[src/rtl/cpu_run_ctrl.sv]
// Run-control sequencer: debounced keys drive a clock-enable FSM (step, free-run, N-cycle burst, halt).
// Define CPU_RUN_BREAKPOINT_EN to compile in the PC breakpoint compare and halt cause 01.
module cpu_run_ctrl #(
    parameter int DEBOUNCE_CYCLES = 250000,
    parameter int CNT_W           = 16
) (
    input  logic             clock_50,
    input  logic             n_reset,
    input  logic             key_step,
    input  logic             key_run,
    input  logic             mode,
    input  logic [CNT_W-1:0] run_count,
    input  logic [31:0]      pc,
    input  logic [31:0]      bp_addr,
    input  logic             bp_valid,
    input  logic             led_write,
    output logic             cpu_ce,
    output logic             halted,
    output logic [1:0]       halt_cause,
    output logic [31:0]      retired
);

    localparam int DB_W = (DEBOUNCE_CYCLES > 1) ? $clog2(DEBOUNCE_CYCLES + 1) : 1;
    localparam logic [DB_W-1:0]  DB_LAST   = DB_W'(DEBOUNCE_CYCLES - 1);
    localparam logic [DB_W-1:0]  DB_ONE    = DB_W'(1);
    localparam logic [DB_W-1:0]  DB_ZERO   = DB_W'(0);
    localparam logic [CNT_W-1:0] BURST_ONE = CNT_W'(1);
    localparam logic [CNT_W-1:0] BURST_ZERO = CNT_W'(0);

    localparam logic [1:0] CAUSE_USER  = 2'b00;
    localparam logic [1:0] CAUSE_BP    = 2'b01;
    localparam logic [1:0] CAUSE_LED   = 2'b10;
    localparam logic [1:0] CAUSE_BURST = 2'b11;

    typedef enum logic [1:0] {
        ST_HALT  = 2'd0,
        ST_STEP  = 2'd1,
        ST_RUN   = 2'd2,
        ST_BURST = 2'd3
    } state_t;

    // Key index 0 is step, index 1 is run; all keys are active-low.
    logic [1:0]      w_keys;
    logic [1:0]      r_sync1;
    logic [1:0]      r_sync2;
    logic [1:0]      r_level;
    logic [1:0]      r_press;
    logic [DB_W-1:0] r_db_cnt [2];
    logic            w_step_p;
    logic            w_run_p;

    state_t           r_state;
    state_t           w_state_nx;
    logic [CNT_W-1:0] r_burst_cnt;
    logic [CNT_W-1:0] w_burst_nx;
    logic [1:0]       r_halt_cause;
    logic [1:0]       w_cause_nx;
    logic             r_cpu_ce;
    logic             r_halted;
    logic [31:0]      r_retired;
    logic             w_bp_hit;

    assign w_keys   = {key_run, key_step};
    assign w_step_p = r_press[0];
    assign w_run_p  = r_press[1];

    // Synchronise both keys, then accept a new level only after it holds for DEBOUNCE_CYCLES.
    always_ff @(posedge clock_50 or negedge n_reset) begin
        if (!n_reset) begin
            r_sync1 <= 2'b11;
            r_sync2 <= 2'b11;
            r_level <= 2'b11;
            r_press <= 2'b00;
            for (int i = 0; i < 2; i++) begin
                r_db_cnt[i] <= DB_ZERO;
            end
        end else begin
            r_sync1 <= w_keys;
            r_sync2 <= r_sync1;
            for (int i = 0; i < 2; i++) begin
                if (r_sync2[i] != r_level[i]) begin
                    if (r_db_cnt[i] == DB_LAST) begin
                        r_level[i]  <= r_sync2[i];
                        r_db_cnt[i] <= DB_ZERO;
                        r_press[i]  <= ~r_sync2[i];
                    end else begin
                        r_db_cnt[i] <= r_db_cnt[i] + DB_ONE;
                        r_press[i]  <= 1'b0;
                    end
                end else begin
                    r_db_cnt[i] <= DB_ZERO;
                    r_press[i]  <= 1'b0;
                end
            end
        end
    end

`ifdef CPU_RUN_BREAKPOINT_EN
    logic r_skip;

    // The first cycle after leaving HALT ignores the compare so a resume can move off the breakpoint.
    assign w_bp_hit = bp_valid && (pc == bp_addr) && !r_skip;

    // Flags the first RUN/BURST cycle following a HALT exit.
    always_ff @(posedge clock_50 or negedge n_reset) begin
        if (!n_reset) begin
            r_skip <= 1'b0;
        end else begin
            r_skip <= (r_state == ST_HALT) &&
                      ((w_state_nx == ST_RUN) || (w_state_nx == ST_BURST));
        end
    end
`else
    logic w_unused_bp;

    assign w_bp_hit    = 1'b0;
    assign w_unused_bp = &{1'b0, pc, bp_addr, bp_valid};
`endif

    // Next-state and halt-cause selection; breakpoint beats abort beats LED beats burst-done.
    always_comb begin
        w_state_nx = r_state;
        w_burst_nx = r_burst_cnt;
        w_cause_nx = r_halt_cause;
        case (r_state)
            ST_HALT: begin
                if (w_run_p) begin
                    if (!mode) begin
                        w_state_nx = ST_RUN;
                    end else if (run_count != BURST_ZERO) begin
                        w_state_nx = ST_BURST;
                        w_burst_nx = run_count;
                    end else begin
                        w_state_nx = ST_HALT;
                        w_cause_nx = CAUSE_BURST;
                    end
                end else if (w_step_p) begin
                    w_state_nx = ST_STEP;
                end else begin
                    w_state_nx = ST_HALT;
                end
            end
            ST_STEP: begin
                w_state_nx = ST_HALT;
                if (led_write) begin
                    w_cause_nx = CAUSE_LED;
                end else begin
                    w_cause_nx = CAUSE_USER;
                end
            end
            ST_RUN: begin
                if (w_bp_hit) begin
                    w_state_nx = ST_HALT;
                    w_cause_nx = CAUSE_BP;
                end else if (w_run_p) begin
                    w_state_nx = ST_HALT;
                    w_cause_nx = CAUSE_USER;
                end else if (r_cpu_ce && led_write) begin
                    w_state_nx = ST_HALT;
                    w_cause_nx = CAUSE_LED;
                end else begin
                    w_state_nx = ST_RUN;
                end
            end
            ST_BURST: begin
                w_burst_nx = r_burst_cnt - BURST_ONE;
                if (w_bp_hit) begin
                    w_state_nx = ST_HALT;
                    w_cause_nx = CAUSE_BP;
                    w_burst_nx = BURST_ZERO;
                end else if (w_run_p) begin
                    w_state_nx = ST_HALT;
                    w_cause_nx = CAUSE_USER;
                    w_burst_nx = BURST_ZERO;
                end else if (r_cpu_ce && led_write) begin
                    w_state_nx = ST_HALT;
                    w_cause_nx = CAUSE_LED;
                    w_burst_nx = BURST_ZERO;
                end else if (r_burst_cnt == BURST_ONE) begin
                    w_state_nx = ST_HALT;
                    w_cause_nx = CAUSE_BURST;
                    w_burst_nx = BURST_ZERO;
                end else begin
                    w_state_nx = ST_BURST;
                end
            end
            default: begin
                w_state_nx = ST_HALT;
                w_burst_nx = BURST_ZERO;
                w_cause_nx = CAUSE_USER;
            end
        endcase
    end

    // State register with registered decode of the enable, halt flag and retire counter.
    always_ff @(posedge clock_50 or negedge n_reset) begin
        if (!n_reset) begin
            r_state      <= ST_HALT;
            r_burst_cnt  <= BURST_ZERO;
            r_halt_cause <= CAUSE_USER;
            r_cpu_ce     <= 1'b0;
            r_halted     <= 1'b1;
            r_retired    <= 32'd0;
        end else begin
            r_state      <= w_state_nx;
            r_burst_cnt  <= w_burst_nx;
            r_halt_cause <= w_cause_nx;
            r_cpu_ce     <= (w_state_nx != ST_HALT);
            r_halted     <= (w_state_nx == ST_HALT);
            if (r_cpu_ce) begin
                r_retired <= r_retired + 32'd1;
            end else begin
                r_retired <= r_retired;
            end
        end
    end

    assign cpu_ce     = r_cpu_ce;
    assign halted     = r_halted;
    assign halt_cause = r_halt_cause;
    assign retired    = r_retired;

endmodule

[config.mk]
export PLATFORM = sky130hd
export DESIGN_NAME = cpu_run_ctrl
export DESIGN_NICKNAME = d
export VERILOG_FILES = /design/src/rtl/cpu_run_ctrl.sv
export SDC_FILE = /design/constraint.sdc
export NUM_CORES = 1
export LEC_CHECK = 0
export ABC_AREA = 1
export BUFFER_PORTS_ARGS = -buffer_cell sky130_fd_sc_hd__clkbuf_2
export CAP_MARGIN = 5
export CORE_MARGIN = 3
export CORE_UTILIZATION = 55
export CTS_BUF_LIST = sky130_fd_sc_hd__clkbuf_16
export CTS_CLUSTER_SIZE = 20
export DETAILED_ROUTE_END_ITERATION = 8
export GPL_ROUTABILITY_DRIVEN = 0
export GPL_TIMING_DRIVEN = 0
export PLACE_DENSITY = 0.8
export SYNTH_ARGS = -nofsm -noshare
export SYNTH_HDL_FRONTEND = slang
export SYNTH_SLANG_ARGS = --single-unit
export TNS_END_PERCENT = 10
[constraint.sdc]
create_clock -name clock_50 -period 3.4 [get_ports clock_50]
set_input_delay 0 -clock clock_50 [delete_from_list [all_inputs] [get_ports clock_50]]
set_output_delay 0 -clock clock_50 [all_outputs]
set_load 0.005 [all_outputs]
==> metrics.yaml <==
cts_tree: "done"
layout_min_cycle_time_ns: 1.72
ys_ff_latch: 98
grt.overflow.total: 0
setup_tns_ns: 0
syn_nets: 847
cts-htree-levels: 3
outcome: "finished, final reports clean"
ys_warn_count: 0
fin_nets: 929
die_w_um: 108
period_share_pct: 50.7
area_growth_pct: 15.8
instances_no_fill: 975
drt-total-wl_um: 13000
cts.clk_slew.worst_paths_ns: 0.07
regArea_mm2: 0.00246
syn_inst: 755
arrival_ns: 1.97
path_delay_family: "simple AND/OR/NAND/NOR gates"
worstSetupPathType: "register to register"
grtUsageTotal_pct: 23.8
nFillCells: 813
start_util_pct: 57.7
grt_pass1_vias: 4955
hold_class: "primary input to register"
cts_buffers: 9
cp_common_cell: "nand2_1"
cts_setup_buffers: 0
viasPerCell: 5.19
critPathRequiredTime_ns: 3.64
synthesis.area_mm2: 0.00574
ys_seq_area_share_pct: 42.9
powerDensity_mw_per_mm2: 349
crit_path_end_kind: "register"
crit_cells: 8
rsz0062_at_grt: "no"
peakVddDrop_v: 0.000378
drc: 0
dieArea_mm2: 0.0117
clock-skew-final_ns: 0.00962
drtIter0Drc: 341
diodes: 0
dpl.hpwl_um: 9340
critPathBufInv: 1
setup_violations: 0
clock.fmax_mhz: 580
clk_latency_ns: 0.35
r2r_cells: 8
start_kind: "register"
clockRootBuffer: "clkbuf_16"
synthDistinctLibCells: 35
max_stage_delay_ns: 0.47
critPathMaxFanout: 5
ys_top_cells_by_area: "dfrtp_1 40%, nand2_1 14%, nor2_1 6.7%, inv_1 6.1%, xor2_1 5.5%"
slew_violations: 0
dp.cells: 946
io_buffers: 57
cap_violations: 0
numClockSinks: 98
ant_nets: 0
grt_pass1_wl_um: 22300
p_total_uw: 2320
drive_above_1_share_pct: 17.0
post_drt_wl_per_cell_um: 13.3
hold_violations: 0
postSynthAreaPerCell_um2: 7.60
antenna_found_initial: 0
synth_top_area_share_pct: 39.7
cts_buffer_depth: 2
tightest_slew_ns: 0.496
core_mm2: 0.00995
postLayoutCoreUtil_pct: 66.8
fp-row-count: 36
crit_chain: "ha_1 > nand2_1 > nor2_4 > nand3_2 > nor2_2 > nand2_1 > xor2_1 > inv_1"
ioPinCount: 123
maxSlewHeadroom_pct: 67.0
ctsResizeCount: 0
yosysTopAreaCell: "dfrtp_1"
num_vias: 5056
leakagePower_uw: 0.00327
die_h_um: 108
multi_input_area_mm2: 0.00287
drtPass1Iterations: 5
grt_max_degree: 70
hold_depth: 5
cp_slowest_cell: "dfrtp_1"
## worst register-to-register path, delay by kind of cell (launching register included)
kind	cells	cell delay [ns]
DFF	1	0.47
buffers and inverters	1	0.05
and+or+nand+nor	5	0.73
adders and majority gates	1	0.24
xor gates and xnor gates	1	0.13
## layout make-up
cell class | count | share of cell area (%)
multi-input cells | 553 | 43.2
repair buffers | 71 | 6.70
well taps | 133 | 2.50
inverters | 98 | 5.53
flip-flops and latches | 98 | 37.0
clock inverters | 7 | 1.07
plain buffers | 6 | 0.621
clock buffers | 9 | 3.39
## Yosys cell counts, drive strengths merged
library cell and number:
buf 4, dfrtp 91, xnor2 10, o21ai 8, clkbuf 2, nand3b 3, a31oi 3, xor2 36
nor4 2, o211ai 1, ha 5, nor3b 5, nand4 19, o21bai 2, inv 98, nor3 26
o22ai 5, nor2 127, nand2 227, dfstp 7, a21oi 9, nand3 65
## layer usage
layer | global-route usage [%] | vias to the layer above | share of wire (%)
met5 | 0 | - | 0
met4 | 7.12 | 0 | 1.6
met3 | 5.91 | 18 | 5.3
met2 | 41.2 | 131 | 50
met1 | 29.6 | 2372 | 43
li1 | - | 2535 | -
## report_power, final
part           switching, uW  total [uW]  internal, uW
Combinational           68.4         113          44.6
Clock                    447        1010           568
Sequential              11.6        1190          1180
## cells in the final DEF (no fill, tap or decap), drive strengths merged
cell type / n
nand3b: 3
ha: 5
xnor2: 10
o21ai: 8
inv: 99
o22ai: 5
nor3: 26
clkinv: 3
nand3: 65
a21oi: 9
nor3b: 5
o21bai: 2
dlygate4sd3: 13
o211ai: 1
nand4: 19
bufinv: 1
nor4: 2
clkbuf: 68
clkinvlp: 2
buf: 5
a31oi: 3
xor2: 36
nor2: 127
dfstp: 7
dfrtp: 91
nand2: 227
## worst paths after layout
kind                                        start                          end  slack (ns)
setup / recovery           retired[0]$_DFFE_PN0P_      retired[14]$_DFFE_PN0P_        1.68
hold reg to reg              r_sync1[1]$_DFF_PN1_         r_sync2[1]$_DFF_PN1_        0.36
setup reg to reg           retired[0]$_DFFE_PN0P_      retired[14]$_DFFE_PN0P_        1.68
hold / removal                       run_count[4]   r_burst_cnt[4]$_DFFE_PN0P_        0.02
min in group asynchronous                 n_reset  r_burst_cnt[12]$_DFFE_PN0P_        0.16
max in group asynchronous                 n_reset         r_sync2[0]$_DFF_PN1_        2.50
## stage by stage
step	instance area (um^2)	worst slack [ns]	hold slack, ns
finish	6650	1.68	0.0209
global route	6650	1.52	0.0254
CTS	6650	1.69	0.00578
detailed placement	6220	1.72	0.00227
global placement	6190	1.10	0.0874
floorplan	5740	1.93	-0.296
## cell families (layout without fill, tap and decap cells)
| family | Yosys count | count (layout) | share of synthesized area (%) |
|---|---|---|---|
| XOR/XNOR | 46 | 46 | 7.02 |
| buffers and inverters | 104 | 191 | 7.13 |
| AO/OA/AOI/OAI | 28 | 28 | 3.14 |
| adder cells (fa/ha/maj) | 5 | 5 | 1.09 |
| AND/OR/NAND/NOR | 474 | 474 | 38.7 |
| flip-flops | 98 | 98 | 42.9 |
## timing repair
item                                    4_1_cts  5_1_grt
endpoints found under the setup margin        0        0
hold buffers                                 13        0
endpoints found under the hold margin        41        0
## flip-flops by register name (all words and copies together), names as in the netlist
register / count
r_sync2: 2
halted: 1
cpu_ce: 1
r_db_cnt: 36
r_burst_cnt: 16
retired: 32
r_level: 2
r_sync1: 2
r_press: 2
r_state: 2
halt_cause: 2
No activity file was read; power rests on OpenSTA's default activity.
